**config.mk**
```make
export PLATFORM = sky130hd
export DESIGN_NAME = writeback_regfile
export DESIGN_NICKNAME = d
export VERILOG_FILES = /design/src/rtl/writeback_regfile.sv
export SDC_FILE = /design/constraint.sdc
export NUM_CORES = 2
export LEC_CHECK = 0
export BUFFER_PORTS_ARGS = -buffer_cell sky130_fd_sc_hd__buf_4
export CAP_MARGIN = 20
export CORE_AREA = 2 2 352 354
export CTS_CLUSTER_DIAMETER = 150
export DETAILED_ROUTE_END_ITERATION = 16
export DIE_AREA = 0 0 354 356
export GPL_TIMING_DRIVEN = 0
export PLACE_DENSITY = 0.62
export RECOVER_POWER = 25
export SYNTH_ARGS = -nofsm -noshare
export SYNTH_HDL_FRONTEND = slang
export SYNTH_SLANG_ARGS = --single-unit
```
**constraint.sdc**
```tcl
create_clock -name clk -period 32.5 [get_ports clk]
set_clock_uncertainty 0.05 [all_clocks]
set_input_delay 3.25 -clock clk [delete_from_list [all_inputs] [get_ports clk]]
set_output_delay 3.25 -clock clk [all_outputs]
set_load 0.01 [all_outputs]
```
**src/rtl/writeback_regfile.sv**
```systemverilog
// Write-back stage and 32x32 register file: result select, commit, async reads, late-forward copy, commit counter.
// Optional REGFILE_BYPASS_EN makes the read ports write-through (same-cycle write visible to decode).
module writeback_regfile #(
    parameter int DATA_W = 32,
    parameter int ADDR_W = 5,
    parameter int CNT_W  = 32
) (
    input  logic              clk,
    input  logic              rst,
    input  logic              MW_MemtoReg,
    input  logic              MW_RegWrite,
    input  logic [DATA_W-1:0] MW_ALUout,
    input  logic [DATA_W-1:0] MDR,
    input  logic [ADDR_W-1:0] MW_RD,
    input  logic [ADDR_W-1:0] RS_addr,
    input  logic [ADDR_W-1:0] RT_addr,
    output logic [DATA_W-1:0] RS_data,
    output logic [DATA_W-1:0] RT_data,
    output logic [DATA_W-1:0] WB_data,
    output logic              WB_we,
    output logic              WBL_RegWrite,
    output logic [ADDR_W-1:0] WBL_RD,
    output logic [DATA_W-1:0] WBL_data,
    output logic [CNT_W-1:0]  wb_count
);
    localparam int DEPTH = 1 << ADDR_W;
    localparam logic [CNT_W-1:0] CNT_MAX = {CNT_W{1'b1}};
    localparam logic [CNT_W-1:0] CNT_ONE = {{(CNT_W-1){1'b0}}, 1'b1};

    logic [DATA_W-1:0] regs [0:DEPTH-1];

    assign WB_data = MW_MemtoReg ? MDR : MW_ALUout;
    // Writes to R0 are dropped here, so R0 never leaves its reset value.
    assign WB_we   = MW_RegWrite && (MW_RD != '0);

    always_ff @(posedge clk or posedge rst) begin
        if (rst) begin
            for (int i = 0; i < DEPTH; i++) begin
                regs[i] <= '0;
            end
        end else if (WB_we) begin
            regs[MW_RD] <= WB_data;
        end
    end

    always_ff @(posedge clk or posedge rst) begin
        if (rst) begin
            wb_count     <= '0;
            WBL_RegWrite <= 1'b0;
            WBL_RD       <= '0;
            WBL_data     <= '0;
        end else begin
            if (WB_we && (wb_count != CNT_MAX)) begin
                wb_count <= wb_count + CNT_ONE;
            end
            WBL_RegWrite <= WB_we;
            WBL_RD       <= MW_RD;
            WBL_data     <= WB_data;
        end
    end

    always_comb begin
        RS_data = (RS_addr == '0) ? '0 : regs[RS_addr];
        RT_data = (RT_addr == '0) ? '0 : regs[RT_addr];
`ifdef REGFILE_BYPASS_EN
        // WB_we already excludes R0, so index 0 keeps reading zero.
        if (WB_we && (RS_addr == MW_RD)) begin
            RS_data = WB_data;
        end
        if (WB_we && (RT_addr == MW_RD)) begin
            RT_data = WB_data;
        end
`endif
    end
endmodule
```
==> results_dict.tcl <==
set metrics [dict create \
    busiest_layer "met2" \
    avgRoutedWirePerCell_um 34.17 \
    synthCells 4995 \
    post-cts-setup-buffers 0 \
    yosysTopAreaCellShare_pct 50.07 \
    synth_ff_type "dfrtp_1" \
    gr-usage-met3_pct 12.36 \
    crit_start "RS_addr[2]" \
    rows 129 \
    ioPinCount 250 \
    use_met1_pct 48.72 \
    initial_core_util_pct 44.57 \
    min_period_ps 10710 \
    pwr-share-comb_pct 21.6 \
    clock_tree.root_cell "clkbuf_16" \
    drc 0 \
    crit_path_start_kind "input port" \
    maxCapViolations 18 \
    die_h_um 356 \
    tightest_slew_ps 2366 \
    grt_pass1_wl_um 344400 \
    dpl.hpwl_um 177400 \
    seq_area_frac_synth_pct 50.07 \
    fin_ws_ps 21790 \
    hold_viol_final 0 \
    wl_um 245400 \
    synth.distinct_cells 52 \
    antenna_found_initial 5 \
    num_vias 47890 \
    finalSetupViolCount 0 \
    finalSetupTns_ps 0 \
    power.switching_uw 1328 \
    drive_above_1_share_pct 18.81 \
    synth.area.top_cells "dfrtp_1, mux4_2, o21ai_0" \
    fp.dieArea_mm2 0.1260 \
    finalCritPeriodShare_pct 32.95 \
    core-area_mm2 0.1227 \
    grt_overflow 0 \
    synth-edff-count 0 \
    drtPass1Iterations 8 \
    power.total_uw 4228 \
    status "finished, violations left" \
    relSlewSlack_pct -57.75 \
    worstRegToRegCells 7 \
    swShare_pct 31.41 \
    synth-warning-count 0 \
    place_congestion 1.036 \
    end_kind "output pin" \
    cellPowerDensity_mw_per_mm2 66.37 \
    cts_hold_repair.buffers 0 \
    timing.rr.start "wb_count[0]$_DFFE_PP0P_" \
    grt_pass1_vias 46760 \
    via_per_inst 6.669 \
    grt_use_met2_pct 55.20 \
    hold_depth 1 \
    clkTransAtPathRegs_ps 60 \
    grt_max_degree 43 \
    dieWidth_um 354 \
    final_core_util_pct 51.93 \
    numCtsBuffers 121 \
    syn_avg_cell_area_um2 10.95 \
    path_max_fanout 10 \
    grt_usage_pct 38.57 \
    seqPwrFrac_pct 43.9 \
    power.internal_uw 2900 \
    drt_iter0_drc 6815 \
    synth_nets 5079 \
    violations "capacitance limit, slew limit" \
    fmax_mhz 93.39 \
    fin_nets 5521 \
    async_flop_share_pct 100.0 \
    ant_nets 0 \
    htree_levels 3 \
    synth_seq_cells 1094 \
    slew_violations 649 \
    p_leak_uw 0.02755 \
    hold_path.class "register to register" \
    r2r_slack_ps 29930 \
    syn_area_mm2 0.05468 \
    rsz0062_at_grt "no" \
    crit_type "input port to output pin" \
    worst_ep_arrival_time_ps 7410 \
    ir_drop_v 0.00004934 \
    cts_tree "done" \
    endpoint "RS_data[9]" \
    cts_sinks 1094 \
    io_buffers 243 \
    dp_slack_ps 22110 \
    insertion_delay_ps 730 \
    pwr-share-clk_pct 34.5 \
    rr_endpoint "wb_count[23]$_DFFE_PP0P_" \
    max-clock-path-buffers 3 \
    synth_top_area_cell "dfrtp_1" \
    layout-area-overhead-vs-synth_pct 16.51 \
    cts_resized 0 \
    critPathRequiredTime_ps 29200 \
]
[how the worst min path moves through the flow]
stage	startpoint	end	slack, ps
CTS	regs[1017]$_DFFE_PP0P_	regs[1017]$_DFFE_PP0P_	410
finish	regs[1017]$_DFFE_PP0P_	regs[1017]$_DFFE_PP0P_	400
detailed placement	regs[1019]$_DFFE_PP0P_	regs[1019]$_DFFE_PP0P_	390
global route	regs[1019]$_DFFE_PP0P_	regs[1019]$_DFFE_PP0P_	420
global placement	regs[993]$_DFFE_PP0P_	regs[993]$_DFFE_PP0P_	390
floorplan	regs[1002]$_DFFE_PP0P_	regs[1002]$_DFFE_PP0P_	370
[per-stage QoR]
step | cells | instance area (um^2) | hold WS [ps]
floorplan | 4995 | 54680 | 374.6
global placement | 6875 | 58550 | 388.5
detailed placement | 6944 | 59780 | 394.1
CTS | 7170 | 63910 | 409.7
global route | 7177 | 63690 | 422.8
finish | 7182 | 63700 | 404.4
[worst max-delay path: stages]
cell and delay [ps]:
buf_4 160, clkbuf_1 700, buf_2 690, buf_2 520, mux2i_1 170, nor2_1 670, a311oi_1 350, a211oi_1 620
buf_4 230
[flip-flops by register name, indices dropped and copies added (netlist names)]
register and flops:
WBL_RD 5, WBL_RegWrite 1, WBL_data 32, wb_count 32
regs 1024
[logic make-up after synthesis]
group / after synthesis / share of synthesized area [%]
AO/OA/AOI/OAI: 1399 / 14.47
flip-flops: 1094 / 50.07
multiplexers: 705 / 22.09
adder cells (fa/ha/maj): 1 / 0.02288
AND/OR/NAND/NOR: 1178 / 8.606
buffers and inverters: 587 / 4.233
XOR/XNOR: 31 / 0.5103
[power by group through the flow]
stage                     Combinational (uW)  Clock (uW)  Sequential [uW]
after floorplan                          606           0             1810
after global placement                   858           0             1850
after detailed placement                 895           0             1860
after CTS                                898        1450             1840
after global routing                     979        1510             1880
final                                    915        1460             1850
[synthesized netlist by cell type (6+ instances only)]
| cell | instances |
|---|---|
| dfrtp_1 | 1094 |
| nand2_1 | 644 |
| o21ai_0 | 607 |
| a21oi_1 | 440 |
| nor2_1 | 440 |
| clkbuf_1 | 424 |
| mux4_2 | 397 |
| mux2i_1 | 264 |
| a22oi_1 | 157 |
| buf_2 | 80 |
| inv_1 | 57 |
| mux2_2 | 44 |
| a211oi_1 | 32 |
| o221ai_1 | 32 |
| a311oi_1 | 31 |
| a31oi_1 | 31 |
| o22ai_1 | 31 |
| buf_1 | 23 |
| a221oi_1 | 20 |
| nand4_1 | 15 |
| xnor2_1 | 15 |
| xor2_1 | 15 |
| a211o_1 | 11 |
| nor3_1 | 11 |
| nand3_1 | 10 |
| nor2b_1 | 9 |
| nor4_1 | 6 |
[cell type report]
class / instances / area (um^2)
diodes: 5 / 12.51
plain buffers: 530 / 2103
clock buffers: 170 / 3483
clock inverters: 56 / 646.9
fillers: 11230 / 58960
inverters: 57 / 215.2
multi-input cells: 3314 / 25010
flip-flops and latches: 1094 / 27380
well taps: 1637 / 2048
repair buffers: 319 / 2809
[layer usage]
layer | wire [um] | part of all wire [%]
met1 | 87540 | 36
met2 | 103500 | 42
met3 | 31440 | 13
met4 | 22830 | 9.3
met5 | 64 | 0.026
[layout by cell type (no fill, tap or decap), types with 33 or more instances in the layout]
master     netlist  final
clkinv_2         0     33
dfrtp_1       1094   1094
nand2_1        644    644
buf_2           80     82
mux2i_1        264    264
a22oi_1        157    157
clkbuf_1       424    470
o21ai_0        607    607
buf_8            0     38
mux4_2         397    397
nor2_1         440    431
clkbuf_16        0    122
buf_4            3    240
a21oi_1        440    440
inv_1           57     56
mux2_2          44     44
(Power assumes the default switching activity.)
